[config.mk]
export PLATFORM = sky130hd
export DESIGN_NAME = register_file_3r1w
export DESIGN_NICKNAME = d
export VERILOG_FILES = /design/src/rtl/regfile_pkg.sv /design/src/rtl/register_file_3r1w_decoder.sv /design/src/rtl/register_file_3r1w.sv
export SDC_FILE = /design/constraint.sdc
export NUM_CORES = 2
export LEC_CHECK = 0
export CAP_MARGIN = 20
export CELL_PAD_IN_SITES_DETAIL_PLACEMENT = 0
export CELL_PAD_IN_SITES_GLOBAL_PLACEMENT = 2
export CORE_MARGIN = 8
export CORE_UTILIZATION = 41
export CTS_CLUSTER_SIZE = 16
export DETAILED_ROUTE_END_ITERATION = 16
export GPL_ROUTABILITY_DRIVEN = 0
export GPL_TIMING_DRIVEN = 0
export HOLD_SLACK_MARGIN = 0.1
export PLACE_DENSITY_LB_ADDON = 0.1
export SLEW_MARGIN = 5
export SYNTH_ARGS = -nofsm -noshare
export SYNTH_HDL_FRONTEND = slang
export SYNTH_SLANG_ARGS = --single-unit
export TNS_END_PERCENT = 20
[constraint.sdc]
create_clock -name clk_i -period 3.2 [get_ports clk_i]
set_clock_uncertainty 0.1 [all_clocks]
set_input_delay 0.64 -clock clk_i [delete_from_list [all_inputs] [get_ports clk_i]]
set_output_delay 0.64 -clock clk_i [all_outputs]
set_load 0.005 [all_outputs]
[src/rtl/regfile_pkg.sv]
// ----------------------------------------------------------------------------
// regfile_pkg: shared sizes and types for the FP/integer register files.
// Rev 1.0
// ----------------------------------------------------------------------------
`default_nettype none

package regfile_pkg;

  localparam int FP_ADDR_SIZE  = 5;
  localparam int FP_DATA_SIZE  = 32;
  localparam int INT_DATA_SIZE = 64;

  typedef logic [4:0] reg_addr_t;

endpackage

`default_nettype wire

[src/rtl/register_file_3r1w_decoder.sv]
// ----------------------------------------------------------------------------
// register_file_3r1w_decoder: n-to-2^n one-hot decoder with enable.
// Rev 1.0
// ----------------------------------------------------------------------------
`default_nettype none

module register_file_3r1w_decoder
  import regfile_pkg::*;
#(
  parameter int AddrSize = FP_ADDR_SIZE
) (
  input  logic                       i_en,
  input  logic [AddrSize-1:0]        i_addr,
  output logic [(1<<AddrSize)-1:0]   o_onehot
);

  always_comb begin
    o_onehot = '0;
    if (i_en) begin
      o_onehot[i_addr] = 1'b1;
    end
  end

endmodule

`default_nettype wire

[src/rtl/register_file_3r1w.sv]
// ----------------------------------------------------------------------------
// register_file_3r1w: 2^AddrSize x DataSize register file, 3 comb reads, 1 write.
// Rev 1.0
// ----------------------------------------------------------------------------
`default_nettype none

module register_file_3r1w
  import regfile_pkg::*;
#(
  parameter int AddrSize   = FP_ADDR_SIZE,
  parameter int DataSize   = FP_DATA_SIZE,
  parameter bit HasZeroReg = 1'b0,
  parameter bit BypassEn   = 1'b1
) (
  input  logic                clk_i,
  input  logic                rst_ni,
  input  logic                we_i,
  input  logic [AddrSize-1:0] wr_addr_i,
  input  logic [DataSize-1:0] wr_data_i,
  input  logic [AddrSize-1:0] rs1_addr_i,
  input  logic [AddrSize-1:0] rs2_addr_i,
  input  logic [AddrSize-1:0] rs3_addr_i,
  output logic [DataSize-1:0] rs1_data_o,
  output logic [DataSize-1:0] rs2_data_o,
  output logic [DataSize-1:0] rs3_data_o,
  input  logic                clear_dirty_i,
  output logic                dirty_o
);

  localparam int NUM_REGS  = 1 << AddrSize;
  localparam int NUM_PORTS = 3;

  logic                w_wr_is_zero;
  logic                w_eff_we;
  logic [NUM_REGS-1:0] w_onehot;
  logic [DataSize-1:0] w_regs    [NUM_REGS];
  logic [AddrSize-1:0] w_rd_addr [NUM_PORTS];
  logic [DataSize-1:0] w_rd_data [NUM_PORTS];
  logic                r_dirty;

  // A write to the hard-wired zero register is dropped before it reaches the decoder.
  assign w_wr_is_zero = (wr_addr_i == '0);
  assign w_eff_we     = we_i && !(HasZeroReg && w_wr_is_zero);

  register_file_3r1w_decoder #(
    .AddrSize (AddrSize)
  ) u_decoder (
    .i_en     (w_eff_we),
    .i_addr   (wr_addr_i),
    .o_onehot (w_onehot)
  );

  for (genvar k = 0; k < NUM_REGS; k++) begin : g_regs
    logic [DataSize-1:0] r_q;

    always_ff @(posedge clk_i or negedge rst_ni) begin
      if (!rst_ni) begin
        r_q <= '0;
      end else if (w_onehot[k]) begin
        r_q <= wr_data_i;
      end
    end

    assign w_regs[k] = r_q;
  end

  assign w_rd_addr[0] = rs1_addr_i;
  assign w_rd_addr[1] = rs2_addr_i;
  assign w_rd_addr[2] = rs3_addr_i;

  // Zero-register masking takes precedence over the bypass so r0 never leaks write data.
  for (genvar p = 0; p < NUM_PORTS; p++) begin : g_rd_ports
    always_comb begin
      w_rd_data[p] = w_regs[w_rd_addr[p]];
      if (HasZeroReg && (w_rd_addr[p] == '0)) begin
        w_rd_data[p] = '0;
      end else if (BypassEn && we_i && (w_rd_addr[p] == wr_addr_i)) begin
        w_rd_data[p] = wr_data_i;
      end
    end
  end

  assign rs1_data_o = w_rd_data[0];
  assign rs2_data_o = w_rd_data[1];
  assign rs3_data_o = w_rd_data[2];

  always_ff @(posedge clk_i or negedge rst_ni) begin
    if (!rst_ni) begin
      r_dirty <= 1'b0;
    end else if (w_eff_we) begin
      r_dirty <= 1'b1;
    end else if (clear_dirty_i) begin
      r_dirty <= 1'b0;
    end
  end

  assign dirty_o = r_dirty;

endmodule

`default_nettype wire
* Word level (Yosys, flattened, before mapping) *
Cells that the tools add are included.
W data, S select, Z words.

storage, ports and cells
  bits in registers = 1025
  bits in latches = 0
  RAM bits = 0
  bits in read-only memories = 0
  input bits = 56
  output and inout bits = 97
  logic and storage cells = 66
  memories = 0

cells by class
  $add $sub $neg = 0
  multiply operators = 0
  div/mod/pow operators = 0
  $lt $le $gt $ge = 5
  equal/unequal tests = 3
  shift operators = 0
  muxes and demuxes = 17
  bitwise operators = 3
  reductions and logical operators = 5

operator list
  operator              count
  $bmux W32 S5          3
  $mux W32              10
  $ge A6 B6 Y1 const B  3
  $not A5 Y6            3
  $eq A5 B5 Y1          3
  $lt A5 B6 Y1 const B  1
  $demux W1 S5          1
  $ge A5 B1 Y1 const B  1
  $logic_and A1 B1 Y1   4
  $mux W1               3
  $reduce_bool A2 Y1    1

* Logic depth before layout (Yosys ltp) *
  word-level depth = 5
  gate-level depth with buffers = 8
  gate-level depth less buffers = 4

* Modules after synthesis *
A second synthesis with hierarchy kept.

unflattened totals
  cell total of the unflattened synthesis = 5031
  area total of the unflattened synthesis = 64496.9 um^2

by module, submodules not included
  module                      times used  cells each  area an instance (um^2)  sequential area each (um^2)
  register_file_3r1w          1           4984        64266.6                  25649.6
  register_file_3r1w_decoder  1           47          230.2                    0.0

* Worst setup path after synthesis *
Ideal clock, no wire load.

  kind = input to output
  from = input port rs2_addr_i[0]
  to = output port rs2_data_o[10]
  arrival = 2.095 ns
  required time = 2.460 ns
  setup slack = 0.365 ns
  cell stages on the path = 7
  path buffers = 4
  cell sequence = buf_4 -> buf_6 -> buf_6 -> buf_6 -> mux4_2 -> a211oi_1 -> o31ai_1

on the way
  longest elaborated chain between the ends = 5
  elaborated cells between the ends (all ways) = 7
  classes of those cells = eq/ne (1); mux (4); bitwise (1); reduce/logical (1)

ends and longest elaborated chain
  item                                          line                      source
  start, declared                               register_file_3r1w.sv:21  input logic [AddrSize-1:0] rs2_addr_i,
  $not A5 Y6 (not written as such)              register_file_3r1w.sv:74  w_rd_data[p] = w_regs[w_rd_addr[p]];
  $bmux W32 S5                                  register_file_3r1w.sv:74
  $mux W32 (not written as such) (2 in series)  register_file_3r1w.sv:74
  $mux W32 (*)                                  register_file_3r1w.sv:77  end else if (BypassEn && we_i && (w_rd_addr[p] == wr_addr_i)) begin
  end, declared                                 register_file_3r1w.sv:24  output logic [DataSize-1:0] rs2_data_o,

Every way passes the cells marked *; elsewhere a longest branch is shown, timed or not. The select of a mux whose other input is x is not followed.

* Worst setup path after layout *
  from = input port rs2_addr_i[1]
  to = output port rs2_data_o[3]

The elaborated chain is that of the path after synthesis.

==> impl_metrics.ini <==
[setup_path]
crit_arrival_ns = 2.72
worstPathMaxFanout = 10
worst_r2r_endpoint = g_regs[26].r_q[12]$_DFFE_PN0P_
slowest_delay_ns = 0.49
worstPathRequired_ns = 2.46
endpoint_kind = output pin
critical_path_class = input port to output pin
cp_num_buf_inv = 5
cpMostUsedCell = buf_12
crit_chain = buf_6 -> buf_12 -> buf_12 -> buf_12 -> mux2i_1 -> a211o_1 -> o31ai_4 -> buf_2
cp_slowest_cell = o31ai_4
rr_startpoint = g_regs[26].r_q[12]$_DFFE_PN0P_
startpoint_type = input port
path_delay_family = buffers and inverters
reg2reg_slack_ns = 2.27
r2r_cells = 1

[global_routing]
grt_pass1_vias = 47445
antenna_found_initial = 9
grtUsageTotal = 0.360
grt_overflow = 0
grt_max_degree = 166
grt_pass1_wl_mm = 417

[power]
fin_total_pwr_uw = 46100
power_density_nw_per_um2 = 574
total_leakage_power_uw = 0.0332
peakVddDrop_uv = 645

[timing]
finalHoldViolations = 0
fin_crit_sh = 1.08
tightest_slew_ns = 1.25
rsz0062_at_grt = yes
drv_slew = 0
slew_headroom = 0.164
timing.final.ws_setup_ns = -0.263
fmax_mhz = 289
finalSetupViolCount = 93
min_period_ns = 3.46

[logic_synthesis]
ys.flop_type = dfrtp_1
synth_seq_cells = 1025
synthesis.nets = 4251
synth_warnings = 0
synth_cell_types = 39
synth_edf_count = 0
synth_top_area_share = 0.404
syn_area_um2 = 63400
synthTopCellsByArea = dfrtp_1 40%, mux4_2 27%, mux2_2 18%, o22ai_1 1.9%, mux2i_1 1.5%
synth_cells = 4195
yosys.area.top_type = dfrtp_1
yosysSeqAreaShare = 0.404
async_flop_share = 1.00
syn_area_per_cell_um2 = 15.1

[clocking]
clock_latency_ns = 0.78
cts_htree_levels = 4
cts_tree = done
cts.path.max_buffers = 3
root_buffer = clkbuf_16
clkTransAtPathRegs_ns = 0.06
cts_buffers = 131
cts.sinks = 1025

[routing]
vias = 47575
wl_per_cell_um = 45.0
drt_iter0_markers = 5505
viasPerCell = 6.97
dr.pass1.iters = 7
drc = 0
wirelength_mm = 307
postRouteAntennaNets = 0

[place]
placed_area_um2 = 68200
portBuffers = 139
dp_hpwl_mm = 210

[cells_and_area]
num-fill-cells = 13000
multi_input_area_um2 = 38100
num-nets-final = 4736
synthToLayoutAreaGrowth_pct = 26.6
drive_gt1_frac = 0.628
design_area_um2 = 80300
register_area_um2 = 25600

[min_path]
holdPathEnd = dirty_o$_DFFE_PN0P_
hold_path_class = input port to flip-flop
hold_depth = 3
min_from = clear_dirty_i

[floorplan]
start_util = 0.412
core-area_um2 = 154000
pin_count = 153
die_h_um = 409
die_area_um2 = 168000
die_w_um = 409
row_count = 144

[run_status]
status = finished with violations
failed_checks = setup timing

[job]
drv_cap = 0
==> tightest hold or removal path: cells and delay by family <==
family / cells / cell delay (ns)
AOI/OAI and AO/OA: 1 / 0.10
buffers and inverters: 2 / 0.44
==> final cells by class <==
type                       count  share of cell area
inverter                       1           0.0000467
clock inverter                34             0.00421
antenna                       10            0.000312
buffer                       486              0.0658
tap                         2044              0.0319
clock buffer                 193              0.0493
timing repair buffer         372              0.0548
multi-input combinational   2663               0.474
sequential                  1025               0.319
==> state kept, by name, summed over array words and instances, names as in the netlist <==
signal and flops:
g_regs.r_q 1024, dirty_o 1
==> routing by layer <==
layer	vias to the layer above	wire length [um]	track usage
met4	4	19700	0.186
met5	-	156	0
met1	26093	120000	0.476
li1	17941	-	-
met3	728	30300	0.104
met2	2809	137000	0.539
==> cells in the mapped netlist, types with 5 or more instances <==
library cell,count
buf_6,71
clkbuf_1,199
nor2b_1,98
and2_1,6
mux2i_1,95
buf_1,39
clkbuf_4,5
o22ai_1,191
mux4_2,767
buf_2,159
buf_4,31
mux2_1,23
or3b_2,6
a211oi_1,95
nand3_1,99
xor2_1,12
o31ai_1,96
a211o_1,95
nand2_1,20
nand3b_1,9
dfrtp_1,1025
nor3b_1,5
nor2_1,17
mux2_2,1005
==> per-stage QoR <==
step	setup TNS, ns	setup slack, ns	util	hold WS (ns)	cells
finish	-11.97	-0.263	0.522	0.333	6828
global route	-12.69	-0.296	0.522	0.321	6821
CTS	-12.73	-0.216	0.515	0.302	6765
detailed placement	-569.83	-2.88	0.443	0.403	6423
global placement	-	-47.89	0.438	0.365	6378
floorplan	0	0.365	-	0.244	4195
==> how the worst max path moves through the flow <==
stage                              from                              to  cells past startpoint
after CTS                 rs2_addr_i[0]                   rs2_data_o[3]                      9
final                     rs2_addr_i[1]                   rs2_data_o[3]                      8
after global placement           rst_ni  g_regs[30].r_q[14]$_DFFE_PN0P_                      1
after detailed placement  rs3_addr_i[2]                   rs3_data_o[2]                      8
after floorplan           rs2_addr_i[0]                  rs2_data_o[10]                      7
after global routing      rs2_addr_i[0]                   rs2_data_o[3]                      9
==> cells in the final DEF (no fill, tap or decap), types with 34 or more instances in the layout <==
master	n
buf_12	97
clkbuf_8	54
mux2i_1	62
nor2b_1	87
mux2_2	1004
buf_4	130
o22ai_1	118
a211oi_2	38
o22ai_2	57
buf_6	73
clkbuf_1	123
clkdlybuf4s50_1	34
o31ai_4	74
nand3_1	98
dfrtp_1	1025
buf_8	51
a211oi_4	53
buf_2	149
clkbuf_16	160
a211o_1	94
mux4_2	767
clkbuf_4	35
buf_16	77
==> cell families (layout without fill, tap and decap cells) <==
group                     after synthesis  in the layout  share of synthesized area
AOI/OAI and AO/OA                     479            479                     0.0548
xor gates and xnor gates               15             15                    0.00207
buffers and inverters                 507           1086                     0.0440
DFF                                  1025           1025                      0.404
muxes                                1890           1890                      0.470
other                                   0             10                          0
and+or+nand+nor                       279            279                     0.0250
==> where the power goes <==
group	switching (uW)	internal, uW	total, uW
registers	2420	15500	17900
logic	5560	7390	12900
clock network	6210	9010	15200
==> timing repair <==
item	4_1_cts	5_1_grt
gates resized for setup	1468	182
cloned	22	4
setup buffers	108	60
endpoints found under the hold margin	143	0
endpoints found under the setup margin	216	96
pin swaps	145	101
hold buffers	1	0
Note: power is estimated with default switching activity, not from simulation.
